[src/rtl/mem_stage_lsu.sv]
// mem_stage_lsu: memory-stage load/store unit of the 5-stage core.
// Issues D-cache requests, aligns load data and holds the pipeline while busy.
module mem_stage_lsu #(
    parameter int XLEN = 32
) (
    input  logic            clk,
    input  logic            rst,
    input  logic            mem_read,
    input  logic            mem_write,
    input  logic [2:0]      funct3,
    input  logic [XLEN-1:0] alu_out_in,
    input  logic [XLEN-1:0] st_data,
    input  logic            ext_stall,
    output logic            dc_req,
    output logic            dc_we,
    output logic [XLEN-1:0] dc_addr,
    output logic [3:0]      dc_wstrb,
    output logic [XLEN-1:0] dc_wdata,
    input  logic            dc_gnt,
    input  logic            dc_done,
    input  logic [XLEN-1:0] dc_rdata,
    output logic [XLEN-1:0] alu_out_out,
    output logic [XLEN-1:0] ld_data_out,
    output logic            cacheStall,
    output logic            misalign
);

    localparam logic [1:0] S_IDLE = 2'd0;
    localparam logic [1:0] S_WAIT = 2'd1;
    localparam logic [1:0] S_DONE = 2'd2;

    logic [1:0]      r_state;
    logic [XLEN-1:0] r_ld_q;
    logic            r_is_load;
    logic [2:0]      r_f3;
    logic [1:0]      r_off;

    logic            w_mem_op;
    logic            w_misal;
    logic            w_issue;
    logic [1:0]      w_off;
    logic [3:0]      w_strb;
    logic [XLEN-1:0] w_wdata;
    logic [XLEN-1:0] w_shift;
    logic [XLEN-1:0] w_ld_ext;

    assign w_mem_op = mem_read | mem_write;
    assign w_off    = alu_out_in[1:0];
    assign w_issue  = (r_state == S_IDLE) & w_mem_op & ~w_misal;

    // Size decode: alignment check, byte enables and lane replication.
    always_comb begin
        w_misal = 1'b0;
        w_strb  = 4'b1111;
        w_wdata = st_data;
        case (funct3[1:0])
            2'b00: begin
                w_strb  = 4'b0001 << w_off;
                w_wdata = {4{st_data[7:0]}};
            end
            2'b01: begin
                w_misal = w_off[0];
                w_strb  = 4'b0011 << w_off;
                w_wdata = {2{st_data[15:0]}};
            end
            default: begin
                w_misal = |w_off;
                w_strb  = 4'b1111;
                w_wdata = st_data;
            end
        endcase
    end

    // Load extraction uses the size/offset latched at grant time.
    always_comb begin
        w_shift  = dc_rdata >> {r_off, 3'b000};
        w_ld_ext = dc_rdata;
        case (r_f3)
            3'b000: w_ld_ext = {{24{w_shift[7]}}, w_shift[7:0]};
            3'b100: w_ld_ext = {24'd0, w_shift[7:0]};
            3'b001: w_ld_ext = {{16{w_shift[15]}}, w_shift[15:0]};
            3'b101: w_ld_ext = {16'd0, w_shift[15:0]};
            default: w_ld_ext = dc_rdata;
        endcase
    end

    // Transaction FSM: request in IDLE, wait for completion, present result.
    always_ff @(posedge clk) begin
        if (!rst) begin
            r_state   <= S_IDLE;
            r_ld_q    <= '0;
            r_is_load <= 1'b0;
            r_f3      <= 3'b000;
            r_off     <= 2'b00;
        end else begin
            case (r_state)
                S_IDLE: begin
                    if (w_issue && dc_gnt) begin
                        r_state   <= S_WAIT;
                        r_is_load <= mem_read;
                        r_f3      <= funct3;
                        r_off     <= w_off;
                    end
                end
                S_WAIT: begin
                    if (dc_done) begin
                        r_ld_q  <= r_is_load ? w_ld_ext : '0;
                        r_state <= S_DONE;
                    end
                end
                S_DONE: begin
                    if (!ext_stall) begin
                        r_state <= S_IDLE;
                    end
                end
                default: r_state <= S_IDLE;
            endcase
        end
    end

    assign dc_req      = w_issue;
    assign dc_we       = w_issue & mem_write;
    assign dc_addr     = {alu_out_in[XLEN-1:2], 2'b00};
    assign dc_wstrb    = (w_issue & mem_write) ? w_strb : 4'b0000;
    assign dc_wdata    = w_wdata;
    assign alu_out_out = alu_out_in;
    assign ld_data_out = (r_state == S_DONE) ? r_ld_q : '0;
    assign cacheStall  = w_issue | (r_state == S_WAIT);
    assign misalign    = (r_state == S_IDLE) & w_mem_op & w_misal;

endmodule

[config.mk]
export PLATFORM = sky130hd
export DESIGN_NAME = mem_stage_lsu
export DESIGN_NICKNAME = d
export VERILOG_FILES = /design/src/rtl/mem_stage_lsu.sv
export SDC_FILE = /design/constraint.sdc
export NUM_CORES = 1
export LEC_CHECK = 0
export ABC_AREA = 1
export CAP_MARGIN = 20
export CORE_ASPECT_RATIO = 0.5
export CORE_MARGIN = 2
export CORE_UTILIZATION = 39
export CTS_BUF_LIST = sky130_fd_sc_hd__clkbuf_4 sky130_fd_sc_hd__clkbuf_8
export CTS_CLUSTER_DIAMETER = 30
export DETAILED_ROUTE_END_ITERATION = 6
export GPL_ROUTABILITY_DRIVEN = 1
export PLACE_DENSITY = 0.87
export RECOVER_POWER = 25
export SLEW_MARGIN = 0
export SYNTH_ARGS = -nofsm -noshare
export SYNTH_HDL_FRONTEND = slang
export SYNTH_SLANG_ARGS = --single-unit
[constraint.sdc]
create_clock -name clk -period 3 [get_ports clk]
set_input_delay 0.45 -clock clk [delete_from_list [all_inputs] [get_ports clk]]
set_output_delay 0.45 -clock clk [all_outputs]
set_load 0.005 [all_outputs]
**Word level (Yosys, flattened, before mapping)**

Index checks and enable logic that the tools add are counted.
Widths: inputs -> output; s select.

- Equal/unequal tests: 9
- Shifts and indexed selects: 3
- Multiplexer cells: 11
- Bitwise operators: 7
- Reduce and logical (&&, ||, !) cells: 8

Operators by type and width:

| cell | count |
|---|---|
| $pmux 32 s4 | 1 |
| $mux 32 | 2 |
| $pmux 32 s2 | 1 |
| $shr 32x5->16 | 1 |
| $pmux 4 s2 | 1 |
| $eq 3x3->1 const B | 2 |
| $mux 2 | 3 |
| $pmux 2 s3 | 1 |
| $and 1x1->1 | 4 |
| $eq 2x1->1 const B | 2 |
| $logic_not 2->1 | 2 |
| $mux 4 | 1 |
| $ne 2x2->1 const B | 2 |
| $reduce_and 2->1 | 2 |
| $shl 1x2->4 const A | 1 |
| $shl 2x2->4 const A | 1 |
| $eq 3x1->1 const B | 1 |
| $logic_not 3->1 | 1 |
| $reduce_and 3->1 | 1 |
| $eq 2x2->1 const B | 1 |
| $ne 2x1->1 const B | 1 |
| $or 1x1->1 | 2 |
| $pmux 1 s2 | 1 |
| $reduce_or 2->1 | 1 |
| other kinds (2) | 2 |

- Register bits after elaboration: 40
- Input bits: 106
- Output and inout port bits: 136
- Logic and storage cells: 43

**Logic depth before layout (Yosys ltp)**

Gate-level depths: netlist of run 1.

- Depth in word-level cells: 7
- Gate-level depth with buffers: 10
- Gate-level depth less buffers: 9

**Worst setup path after synthesis of run 1**

No wires, ideal clock.

- Path kind: input-to-output
- Start: input funct3[0]
- End: output dc_wstrb[0]
- Arrival time: 1.260 ns
- Required time: 2.550 ns
- Slack: 1.290 ns
- Cell stages on the path: 8
- Buffers on the path: 1
- Cells stage by stage: buf_2 -> inv_2 -> nor2_4 -> nand2_1 -> nand2_1 -> nor2_2 -> nand2_1 -> a21oi_1

- Longest elaborated chain between the ends: 6
- Elaborated cells between the ends (all ways): 8
- Those cells by class: eq/ne: 1; mux: 3; bitwise: 3; reduce/logical: 1

Ends and longest elaborated chain:

| element | line | text |
|---|---|---|
| start: declaration | 10 | `input logic [2:0] funct3,` |
| $eq 2x1->1 or $logic_not 2->1 (tied branches) | 56 | `case (funct3[1:0])` |
| $pmux 1 s2 (*) | 56 |  |
| $not 1->1 (*) | 49 | `assign w_issue = (r_state == S_IDLE) & w_mem_op & ~w_misal;` |
| $and 1x1->1 (*) | 49 |  |
| net dc_req | 14 | `output logic dc_req,` |
| $and 1x1->1 (*) | 124 | `assign dc_wstrb = (w_issue & mem_write) ? w_strb : 4'b0000;` |
| $mux 4 (*) | 124 |  |
| end: declaration | 17 | `output logic [3:0] dc_wstrb,` |

Mark *: on every way through the listed nets, which the timed path passes. The rest lies on a longest branch.

**Worst setup path in the final report of run 1**

- Start: input funct3[1]
- End: output dc_wstrb[2]

- Longest elaborated chain between the ends: 6
- Elaborated cells between the ends (all ways): 8
- Those cells by class: eq/ne: 1; mux: 3; bitwise: 3; reduce/logical: 1

Ends and longest elaborated chain:

| element | line |
|---|---|
| $eq 2x1->1 or $logic_not 2->1 (tied branches) | 56 |
| $pmux 1 s2 | 56 |
| $not 1->1 | 49 |
| $and 1x1->1 | 49 |
| $and 1x1->1 | 124 |
| $mux 4 (*) | 124 |

Mark *: on every way between the ends. The rest lies on a longest branch, timed or not.

==> run_results.csv, run 1 <==
group,metric,value,unit
timing,finalSetupTns,0,ns
route,ant_nets,0,
critical_path,cp.required,2.55,ns
die,num_rows,24,
timing,setup_viol,0,
cts,clock_latency,0.29,ns
synthesis,ys_seq_area_share,23.1,%
cts,hold_buffers,0,
die,start_util,40.0,%
timing,min_period,2.80,ns
timing,hold_violations,0,
cts,cts_sinks,40,
synthesis,synth_top_cell_by_area,"dfxtp_1",
final_layout,nNetsFinal,769,
cts,htree_levels,2,
synthesis,syn_inst,592,
pwr,power.share.clock,27.5,%
critical_path,cp-start-kind,"input pin",
critical_path,reg2reg_slack,0.90,ns
die,die-area,9720,um^2
synthesis,synth_flop_cell,"dfxtp_1",
synthesis,synth_top_area_share,23.1,%
global_route,grt_pass1_wl,16.7,mm
synthesis,postSynthAreaPerCell,5.87,um^2
synthesis,synth_commonest_cells,"nand2_1, nor2_1, buf_4",
pwr,comb_power_share,33.3,%
placement,post-place-ws,0.185,ns
synthesis,yosys.cell_count.top_type,"nand2_1",
timing,rsz0062_at_grt,"no",
synthesis,synth_fa_ha_area_share,0,%
cts,cts_resized,0,
global_route,overflow,0,
synthesis,synthTopCellsByArea,"dfxtp_1, nand2_1, buf_4, nor2_1, inv_1",
die,die_w,137,um
synthesis,ys_seq_elements,40,
cts,path_clk_slew,0.08,ns
critical_path,crit_fanout,7,
cts,clock_path_buffers,2,
cts,postCtsSetupBuffers,0,
route,drc,0,
synthesis,synth-xor-area-share,0,%
worst_hold_path,worstHoldPathType,"reg2reg",
pwr,p_per_area,308,nW/um^2
synthesis,synth_edf_count,0,
synthesis,synth_async_sr_flop_share,0,%
synthesis,synthMuxAreaShare,0,%
route,firstDrtPassIters,6,
route,vias_per_cell,4.86,
pwr,intPower,0.984,mW
final_layout,synthToLayoutAreaGrowth,33.1,%
placement,place_area,4520,um^2
placement,gp_routability_congestion,0.871,
critical_path,worstPathArrival,2.35,ns
status,status,"completed",
die,core,8680,um^2
die,io_pins,242,
cts,cts_root_buffer,"clkbuf_8",
synthesis,synth_compound_area_share,13.1,%
critical_path,endpoint_kind,"output port",
pwr,ir_worst_vdd,0.000173,V
synthesis,synth-simple-area-share,36.9,%
final_layout,insertedDiodeCount,0,
global_route,grt_antenna_before_repair,0,
timing,timing.fmax,357,MHz
placement,dpl.hpwl,8.25,mm
timing,finalMaxSlewViolations,0,
pwr,swShare,31.0,%
synthesis,ys_types,27,
timing,period_share,93.2,%
synthesis,synth_area,3470,um^2
timing,worst_clock_skew,0.00354,ns
cts,cts_tree,"built",
pwr,seq_power_share,39.2,%
flow_run,drv_cap,0,
final_layout,final_layout_size_suffix_gt1_share,7.84,%
global_route,grt_use_total,21.1,%
final_layout,fin_area,4620,um^2
global_route,grt_max_degree,34,
die,die_y,70.7,um
pwr,p_leak,1.83,nW
placement,port_buffers,149,
route,drt-total-wl,10.7,mm
cts,numCtsBuffers,5,
route,drt_iter0_markers,357,
global_route,grt_pass1_vias,3597,
route,wl_per_cell,13.7,um
synthesis,synth_top_family_by_area,"simple AND/OR/NAND/NOR gates",
pwr,total_power,1.43,mW
timing,setup_slack,0.203,ns
route,num_vias,3787,
critical_path,critical_path_class,"in2out",
timing,worst_pin_slew,0.976,ns
timing,slew_headroom,34.9,%
synthesis,yosys_warnings,0,
pwr,switchingPower,0.441,mW
## final timing paths
path	cells after the start	from	endpoint
worst max-delay path	8	funct3[1]	dc_wstrb[2]
worst min-delay path	2	r_ld_q[3]	r_ld_q[3]
worst max register to register	7	r_f3[1]	r_ld_q[20]
worst min register to register	2	r_ld_q[3]	r_ld_q[3]
## registers in the layout (all words and copies together) (netlist names)
| signal | count |
|---|---|
| r_is_load | 1 |
| r_ld_q | 32 |
| r_state | 2 |
| r_off | 2 |
| r_f3 | 3 |
## power groups by stage
stage               Combinational, mW  Sequential, mW  Clock, mW
detailed placement              0.471           0.570          0
global placement                0.465           0.569          0
finish                          0.475           0.558      0.392
global route                    0.519           0.560      0.415
CTS                             0.474           0.558      0.395
floorplan                       0.320           0.559          0
## metrics by stage
step           utilization (%)  cells  hold slack [ns]
3_3_place_gp              52.1    773            0.453
5_1_grt                   53.2    780            0.483
3_5_place_dp              52.1    773            0.456
2_1_floorplan                -    593            0.445
4_1_cts                   53.2    780            0.468
6_report                  53.2    780            0.467
## cells in the final DEF (no fill, tap or decap), types with 3 or more instances in the layout
cell type / count
nand2_2: 11
clkbuf_8: 7
nand3_1: 26
dfxtp_1: 40
o21ai_0: 17
a21oi_2: 11
a21oi_1: 40
buf_4: 11
nand2_1: 183
clkinv_1: 3
o2111ai_1: 5
clkdlybuf4s50_1: 149
o211ai_1: 3
inv_2: 4
inv_1: 60
nor2_1: 81
## cell type report
cell class / instances / area [um^2]
Timing Repair Buffer: 160 / 1570
Fill cell: 862 / 4060
Clock buffer: 7 / 96.3
Sequential cell: 40 / 801
Multi-Input combinational cell: 388 / 1740
Inverter: 68 / 260
Tap cell: 117 / 146
## routing by layer
metal	global-route usage (%)	part of all wire [%]
met4	5.96	1.9
met5	0	0
met3	5.09	7.7
met1	24.1	40
met2	39.4	51
## worst max-delay path: stages
cell             delay (ns)
clkdlybuf4s50_1        0.64
nor2_4                 0.09
nand2_1                0.08
nand2_1                0.06
nor2_2                 0.17
nand2_1                0.16
a21oi_1                0.18
clkdlybuf4s50_1        0.52
## kinds of logic (layout without fill, tap and decap cells)
group           after synthesis  in the layout
other cells                   1              2
flops                        40             40
simple gates                309            309
buf+inv                     165            235
compound gates               77             77
Power figures use the tool's default switching activity.
==> run 2: changes to the inputs <==
--- a/config.mk
+++ b/config.mk
@@ -6,7 +6,7 @@
 export NUM_CORES = 1
 export LEC_CHECK = 0
 export ABC_AREA = 1
-export CAP_MARGIN = 20
+export CAP_MARGIN = 15
 export CORE_ASPECT_RATIO = 0.5
 export CORE_MARGIN = 2
 export CORE_UTILIZATION = 39
==> results of run 2 <==
No change in the layout: final DEF, timing and power equal those of run 1.
==> run 3: changes to the inputs <==
--- a/config.mk
+++ b/config.mk
@@ -9,12 +9,12 @@
 export CAP_MARGIN = 15
 export CORE_ASPECT_RATIO = 0.5
 export CORE_MARGIN = 2
-export CORE_UTILIZATION = 39
+export CORE_UTILIZATION = 33
 export CTS_BUF_LIST = sky130_fd_sc_hd__clkbuf_4 sky130_fd_sc_hd__clkbuf_8
 export CTS_CLUSTER_DIAMETER = 30
 export DETAILED_ROUTE_END_ITERATION = 6
 export GPL_ROUTABILITY_DRIVEN = 1
-export PLACE_DENSITY = 0.87
+export PLACE_DENSITY = 0.78
 export RECOVER_POWER = 25
 export SLEW_MARGIN = 0
 export SYNTH_ARGS = -nofsm -noshare
==> constraint.sdc (replaced) <==
create_clock -name clk -period 2.5 [get_ports clk]
set_input_delay 0.375 -clock clk [delete_from_list [all_inputs] [get_ports clk]]
set_output_delay 0.375 -clock clk [all_outputs]
set_load 0.005 [all_outputs]
==> run_results.csv, run 3 (synthesized netlist as in run 1, its figures left out) <==
group,metric,value,unit
status,status,"completed",
die,num_rows,26,
pwr,p_leak,1.88,nW
timing,period_share,95.9,%
critical_path,cp-start-kind,"register",
cts,htree_levels,2,
final_layout,reg_top3,"r_ld_q x32, r_f3 x3",
global_route,grt_use_total,18.6,%
critical_path,endpoint_kind,"output port",
global_route,grt_max_degree,35,
final_layout,fin_util,46.0,%
cts,cts_sinks,40,
global_route,grt_pass1_wl,17.6,mm
timing,setup_viol,0,
route,drt-total-wl,10.9,mm
final_layout,fin_area,4700,um^2
global_route,grt_antenna_before_repair,0,
placement,place_area,4580,um^2
cts,cts_root_buffer,"clkbuf_8",
route,firstDrtPassIters,4,
route,wl_per_cell,13.5,um
cts,clock_latency,0.28,ns
timing,min_period,2.40,ns
final_layout,largest_reg_flops,32,
pwr,ir_worst_vdd,0.000183,V
placement,post-place-ws,0.00941,ns
route,vias_per_cell,4.59,
timing,hold_violations,0,
critical_path,cp.required,2.12,ns
route,drt_iter0_markers,262,
worst_hold_path,worstHoldPathType,"reg2reg",
die,start_util,34.0,%
final_layout,nNetsFinal,775,
route,num_vias,3711,
final_layout,regMostFlops,"r_ld_q",
final_layout,final_layout_size_suffix_gt1_share,9.57,%
cts,path_clk_slew,0.08,ns
die,die_y,76.5,um
cts,cts_tree,"built",
critical_path,worstPathArrival,2.02,ns
final_layout,final_common_cell,"nand2_1",
timing,finalSetupTns,0,ns
final_layout,synthToLayoutAreaGrowth,35.4,%
flow_run,drv_cap,0,
timing,slew_headroom,59.7,%
timing,finalMaxSlewViolations,0,
timing,setup_slack,0.103,ns
die,die-area,11400,um^2
timing,worst_clock_skew,0.00350,ns
route,ant_nets,0,
die,core,10200,um^2
timing,timing.fmax,417,MHz
pwr,p_per_area,355,nW/um^2
final_layout,fillers,1102,
timing,worst_pin_slew,0.605,ns
placement,port_buffers,149,
cts,clock_path_buffers,2,
cts,hold_buffers,0,
critical_path,crit_fanout,15,
global_route,overflow,0,
global_route,grt_pass1_vias,3610,
die,die_w,149,um
cts,numCtsBuffers,5,
route,drc,0,
final_layout,layout_common_cells,"nand2_1, clkdlybuf4s50_1, nor2_1, inv_1, dfxtp_1",
placement,gp_routability_congestion,0.858,
die,io_pins,242,
final_layout,insertedDiodeCount,0,
critical_path,critical_path_class,"reg2out",
placement,dpl.hpwl,8.40,mm
==> run 3: worst max-delay path: stages (launching register included) <==
cell             delay [ns]
dfxtp_1                0.34
inv_1                  0.08
nor2_2                 0.30
clkinvlp_4             0.15
buf_4                  0.21
nor2_1                 0.11
clkdlybuf4s50_1        0.54
==> run 3: cell type report <==
cell class / count / area, um^2 / share of cell area [%]
Clock inverter: 1 / 5.00 / 0.106
Tap cell: 140 / 175 / 3.73
Timing Repair inverter: 1 / 7.51 / 0.160
Clock buffer: 6 / 76.3 / 1.62
Timing Repair Buffer: 165 / 1620 / 34.5
Inverter: 68 / 264 / 5.62
Sequential cell: 40 / 801 / 17.0
Multi-Input combinational cell: 388 / 1750 / 37.3
==> run 3: worst paths after layout <==
| path | cells after the start | start | end | slack (ns) |
|---|---|---|---|---|
| setup reg to reg | 5 | r_off[0] | r_ld_q[1] | 0.81 |
| setup / recovery | 6 | r_state[1] | ld_data_out[27] | 0.10 |
| hold reg to reg | 2 | r_ld_q[5] | r_ld_q[5] | 0.47 |
| hold / removal | 2 | r_ld_q[5] | r_ld_q[5] | 0.47 |
==> run 3: per-stage QoR <==
step / total power [mW] / cells / hold slack (ns)
2_1_floorplan: 1.06 / 593 / 0.445
3_3_place_gp: 1.25 / 799 / 0.455
3_5_place_dp: 1.26 / 799 / 0.456
5_1_grt: 1.76 / 809 / 0.488
6_report: 1.67 / 809 / 0.468
4_1_cts: 1.67 / 806 / 0.468
==> run 3: layer usage <==
metal	vias to the layer above	part of all wire (%)	track usage, %
li1	1902	-	-
met1	1655	42	22.9
met2	126	50	33.1
met3	28	6.7	3.71
met4	0	1.6	4.67
met5	-	0	0
==> run 3: repair_timing <==
action	in CTS	in global routing
endpoints found under the setup margin	0	43
buffers inserted	0	2
resized for setup	0	10
==> run 3: report_power, final <==
group,internal (mW),switching [mW]
clock network,0.201,0.217
logic,0.292,0.296
registers,0.649,0.0129
